`config.mk`:
```
export PLATFORM = sky130hd
export DESIGN_NAME = matrix_stream_ctrl
export DESIGN_NICKNAME = d
export VERILOG_FILES = /design/src/rtl/matrix_pkg.sv /design/src/rtl/matrix_unpack_mux.sv /design/src/rtl/matrix_stream_ctrl.sv
export SDC_FILE = /design/constraint.sdc
export NUM_CORES = 1
export LEC_CHECK = 0
export CAP_MARGIN = 20
export CORE_AREA = 2 2 313 315
export CTS_CLUSTER_DIAMETER = 150
export CTS_CLUSTER_SIZE = 28
export DETAILED_ROUTE_END_ITERATION = 10
export DIE_AREA = 0 0 315 317
export GPL_ROUTABILITY_DRIVEN = 0
export MAX_ROUTING_LAYER = met4
export SYNTH_ARGS = -nofsm -noshare
export SYNTH_HDL_FRONTEND = slang
export SYNTH_SLANG_ARGS = --single-unit
```
`constraint.sdc`:
```
create_clock -name clk -period 3 [get_ports clk]
set_input_delay 0.6 -clock clk [delete_from_list [all_inputs] [get_ports clk]]
set_output_delay 0.6 -clock clk [all_outputs]
set_load 0.01 [all_outputs]
```
`src/rtl/matrix_pkg.sv`:
```
// Shared constants and controller state encoding for the 4x4 Q8.8 matrix engine bus.
package matrix_pkg;

    localparam int unsigned MAT_DIM = 4;
    localparam int unsigned ELEMS   = MAT_DIM * MAT_DIM;
    localparam int unsigned ELEM_W  = 16;
    localparam int unsigned BUS_W   = ELEMS * ELEM_W;
    localparam int unsigned IDX_W   = 4;
    localparam int unsigned CNT_W   = 5;

    typedef enum logic [2:0] {
        LOAD,
        START,
        WAIT,
        SETTLE,
        CAPTURE,
        STREAM,
        CLEAR
    } state_t;

endpackage

```
`src/rtl/matrix_unpack_mux.sv`:
```
// Selects one 16-bit element from a flattened 256-bit matrix bus.
module matrix_unpack_mux
    import matrix_pkg::*;
(
    input  logic [BUS_W-1:0]  bus,
    input  logic [IDX_W-1:0]  idx,
    output logic [ELEM_W-1:0] elem
);

    assign elem = bus[{idx, 4'b0000} +: ELEM_W];

endmodule

```
`src/rtl/matrix_stream_ctrl.sv`:
```
// Host-side initiator: gathers A/B from a word stream, runs one engine job,
// and streams the 16 result elements back out.
module matrix_stream_ctrl
    import matrix_pkg::*;
#(
    parameter int unsigned TIMEOUT_CYCLES = 1024,
    parameter int unsigned TO_W           = 11
) (
    input  logic               clk,
    input  logic               rst_n,
    input  logic               in_valid,
    output logic               in_ready,
    input  logic [ELEM_W-1:0]  in_data,
    output logic               out_valid,
    input  logic               out_ready,
    output logic [ELEM_W-1:0]  out_data,
    output logic               out_last,
    output logic               mm_start,
    output logic               mm_rst,
    output logic [BUS_W-1:0]   mm_matrix_a,
    output logic [BUS_W-1:0]   mm_matrix_b,
    input  logic               mm_done,
    input  logic [BUS_W-1:0]   mm_matrix_c,
    output logic               busy,
    output logic               err
);

    state_t             state;
    state_t             state_nxt;
    logic [CNT_W-1:0]   cnt;
    logic [TO_W-1:0]    tcnt;
    logic [IDX_W-1:0]   ocnt;
    logic [BUS_W-1:0]   c_buf;
    logic               in_fire;
    logic               out_fire;
    logic               timeout;
    logic [BUS_W-1:0]   sel_bus;
    logic [IDX_W-1:0]   sel_idx;
    logic [ELEM_W-1:0]  sel_elem;

    assign in_ready  = (state == LOAD);
    assign out_valid = (state == STREAM);
    assign in_fire   = in_valid && in_ready;
    assign out_fire  = out_valid && out_ready;
    assign timeout   = (tcnt == TO_W'(TIMEOUT_CYCLES - 1));

    // CAPTURE preloads element 0 straight from the engine; STREAM prefetches the next element.
    assign sel_bus = (state == CAPTURE) ? mm_matrix_c : c_buf;
    assign sel_idx = (state == CAPTURE) ? '0 : IDX_W'(ocnt + IDX_W'(1));

    matrix_unpack_mux u_mux (
        .bus  (sel_bus),
        .idx  (sel_idx),
        .elem (sel_elem)
    );

    always_ff @(posedge clk or negedge rst_n) begin
        if (!rst_n) begin
            state <= CLEAR;
        end else begin
            state <= state_nxt;
        end
    end

    always_comb begin
        state_nxt = state;
        case (state)
            CLEAR:   state_nxt = LOAD;
            LOAD:    if (in_fire && cnt == CNT_W'(2 * ELEMS - 1)) state_nxt = START;
            START:   state_nxt = WAIT;
            WAIT: begin
                if (mm_done)      state_nxt = SETTLE;
                else if (timeout) state_nxt = CLEAR;
            end
            SETTLE:  state_nxt = CAPTURE;
            CAPTURE: state_nxt = STREAM;
            STREAM:  if (out_fire && ocnt == IDX_W'(ELEMS - 1)) state_nxt = CLEAR;
            default: state_nxt = CLEAR;
        endcase
    end

    always_ff @(posedge clk or negedge rst_n) begin
        if (!rst_n) begin
            cnt         <= '0;
            tcnt        <= '0;
            ocnt        <= '0;
            c_buf       <= '0;
            out_data    <= '0;
            out_last    <= 1'b0;
            mm_start    <= 1'b0;
            mm_rst      <= 1'b1;
            mm_matrix_a <= '0;
            mm_matrix_b <= '0;
            busy        <= 1'b1;
            err         <= 1'b0;
        end else begin
            mm_start <= (state_nxt == START);
            mm_rst   <= (state_nxt == CLEAR);
            busy     <= (state_nxt != LOAD);

            if (state == CLEAR) begin
                cnt <= '0;
            end
            if (in_fire) begin
                if (!cnt[CNT_W-1]) mm_matrix_a[{cnt[IDX_W-1:0], 4'b0000} +: ELEM_W] <= in_data;
                else               mm_matrix_b[{cnt[IDX_W-1:0], 4'b0000} +: ELEM_W] <= in_data;
                cnt <= CNT_W'(cnt + CNT_W'(1));
            end

            case (state)
                START: tcnt <= '0;
                WAIT: begin
                    if (!mm_done) begin
                        tcnt <= TO_W'(tcnt + TO_W'(1));
                        if (timeout) err <= 1'b1;
                    end
                end
                CAPTURE: begin
                    c_buf    <= mm_matrix_c;
                    ocnt     <= '0;
                    out_data <= sel_elem;
                    out_last <= 1'b0;
                end
                STREAM: begin
                    if (out_fire) begin
                        ocnt <= sel_idx;
                        if (ocnt == IDX_W'(ELEMS - 1)) begin
                            out_data <= '0;
                            out_last <= 1'b0;
                        end else begin
                            out_data <= sel_elem;
                            out_last <= (sel_idx == IDX_W'(ELEMS - 1));
                        end
                    end
                end
                default: ;
            endcase
        end
    end

endmodule

```
==> impl_metrics.toml <==
[worst_setup_path]
slowest_delay_ns = 0.59
worst-r2r-setup-slack_ns = 0.42
worst-path-max-fanout = 6
slowest_stage = "clkdlybuf4s50_1"
critPathArrivalTime_ns = 2.12
cp_num_cells = 4
critical_path.startpoint = "state[0]"
cpLargestDelayFamily = "buffers and inverters"
worstRegToRegCells = 7
end_kind = "output pin"
worstSetupStartpointType = "flip-flop"
crit_chain = "nor2b_1, nand2_1, inv_1, clkdlybuf4s50_1"
r2r_end = "out_data[1]"
r2r-start = "state[2]"
path_class = "flip-flop to output pin"
worstSetupEndpoint = "out_valid"
required_ns = 2.40
cp_num_buf_inv = 2

[clock_network]
post_cts_buffers = 0
cts_buffer_depth = 3
clkSinkCount = 812
cts_tree = "built"
h-tree-depth = 2
clkSlewWorstSetupHoldPaths_ns = 0.12
cts_buffers = 34
insertion_delay_ns = 0.61
cts_root_buffer = "clkbuf_16"

[power]
ir_drop_uv = 437
p_int_w = 0.0214
power_leakage_nw = 21.1
powerDensity_nw_per_um2 = 744
power.share.clock_pct = 17.3
seq_power_share_pct = 46.0
switching_share_pct = 35.7
power.switching_w = 0.0118
power_frac_comb_pct = 36.7

[layout]
final_cell_mix = "nand2_1 (907), clkdlybuf4s50_1 (809), dfrtp_1 (806)"
design_area_um2 = 44600
fillers = 9018
drive_above_1_share_pct = 13.7
regArea_um2 = 20300
layout.nets = 3921
stdcell_count = 4937
multi_input_area_um2 = 12400
mostFrequentLayoutCell = "nand2_1"
area_growth_pct = 33.0

[route]
post_drt_wl_per_cell_um = 24.4
drt_iter0_drc = 1748
vias = 24500
drt-total-wl_um = 120000
drc = 0
vias_per_cell = 4.96
dr.pass1.iters = 5
postRouteAntennaNets = 0

[placed_design]
dp_cells = 4876
dpl_cell_area_um2 = 43700
dp_slack_ns = -0.0939
numPortBuffers = 811
place_hpwl_um = 90400

[floorplanning]
start_util_pct = 34.9
core_um2 = 96300
dieArea_um2 = 99900
die_w_um = 315
io-pin-count = 812
die_h_um = 317
std_cell_rows = 114

[yosys]
ys_top_cells_by_area = "dfrtp_1 (60%), nand2_1 (10%), mux2_2 (8.6%)"
synth_top_area_cell = "dfrtp_1"
syn_nets = 3146
synthFlopType = "dfrtp_1"
syn_inst = 2862
synth-edff-count = 0
synth_cell_types = 67
yosysWarnings = 0
ys_seq_area_share_pct = 60.6
ys_ff_latch = 812
netlist_area_um2 = 33600
async_reset_ff_share_pct = 100
netlist.area_leader.share_pct = 60.2
syn_area_per_cell_um2 = 11.7

[timing]
rsz0062_at_grt = "false"
worst_pin_slew_ns = 0.951
skew_ns = 0.0276
fin_crit_ns = 2.72
setup_viol = 0
layout_setup_ws_ns = 0.282
timing.hold.ws_ns = 0.480
hold_viol = 0
fmax_mhz = 368
fin_crit_sh_pct = 90.6
slew_violations = 0
maxSlewHeadroom_pct = 36.5

[global_routing]
grt_max_degree = 191
grt_pass1_wl_um = 171000
grt_pass1_vias = 24100
grt_overflow = 0
gr-usage-all-layers_pct = 24.2
antenna_found_initial = 13

[run]
drv_cap = 0

[run_status]
status = "completed"

[min_path]
holdCritStartpoint = "c_buf[35]"
worstHoldPathType = "flip-flop to flip-flop"
## routing by layer
metal  vias to the layer above  share of wire (%)  GRT usage (%)  wire, um
li1                      11100                  -              -         -
met1                     12400                 40           28.8     47800
met2                       793                 50           40.0     59700
met3                       161                6.7           5.27      8040
met4                         0                4.0           9.20      4790
met5                         -                  0              -         0
## worst min path at each step
stage	cells past startpoint	end	slack [ns]
after floorplan	0	c_buf[0]	0.30
after global placement	2	c_buf[180]	0.45
after detailed placement	2	c_buf[5]	0.46
after CTS	1	mm_matrix_a[2]	0.01
after global routing	3	c_buf[115]	0.48
final	2	c_buf[35]	0.48
## flip-flops by register name (all words and copies together) (netlist names)
register	count
c_buf	256
mm_matrix_a	256
mm_matrix_b	256
out_data	16
tcnt	11
cnt	5
ocnt	4
state	3
busy	1
err	1
mm_rst	1
mm_start	1
out_last	1
## cells by family (layout without fill, tap and decap cells)
family	after synthesis	in the layout	share of synthesized area (%)
flip-flops	812	812	60.6
buffers and inverters	197	985	2.53
multiplexers	543	543	19.2
XOR/XNOR	14	14	0.421
AO/OA/AOI/OAI	184	184	3.44
adder cells (fa/ha/maj)	7	7	0.261
other	0	11	0
AND/OR/NAND/NOR	1105	1105	13.6
## tightest hold or removal path, cell delays in order, from the launching register on
cell     delay [ns]
dfrtp_1        0.35
nand2_1        0.05
nand2_1        0.05
## synthesized netlist by cell type, drive strengths merged (3+ instances only)
master and count:
nand2 921, dfrtp 808, mux2 448, clkbuf 117, nor2 96, o21ai 95, buf 71, mux2i 62
mux4 33, and2 21, o22ai 16, a211oi 15, a22o 15, o221ai 15, a21oi 12, nand3 12
nor3 11, inv 9, and3 8, xor2 8, ha 7, xnor2 6, nor2b 5, dfstp 4
nand2b 4, nand4 4, nor3b 4, nor4 4, or3 4, nand4b 3
## stage by stage
stage	utilization, %	total power [W]	setup TNS [ns]
after floorplan	-	0.0218	0
after global placement	45.3	0.0276	0
after detailed placement	45.3	0.0278	-4.65
after CTS	46.3	0.0336	0
after global routing	46.4	0.0352	0
final	46.4	0.0332	0
## timing repair
| action | in CTS | in global routing |
|---|---|---|
| endpoints found under the hold margin | 0 | 5 |
| gates resized for setup | 0 | 2 |
| endpoints found under the setup margin | 0 | 2 |
| hold buffers | 0 | 1 |
## area by class of cell
type                            count  area share, %
Sequential cell                   812           45.5
Multi-Input combinational cell   1853           27.8
Timing Repair Buffer              927           20.8
Tap cell                         1276           3.58
Clock buffer                       48           2.07
Inverter                            9         0.0757
Antenna cell                       11         0.0617
Clock inverter                      1         0.0196
## power groups by stage
stage / registers (W) / logic [W] / clock network (W)
CTS: 0.0153 / 0.0124 / 0.00594
global placement: 0.0154 / 0.0122 / 0
global route: 0.0156 / 0.0133 / 0.00627
finish: 0.0153 / 0.0122 / 0.00575
floorplan: 0.0155 / 0.00630 / 0
detailed placement: 0.0155 / 0.0123 / 0
No activity file was read; power rests on OpenSTA's default activity.
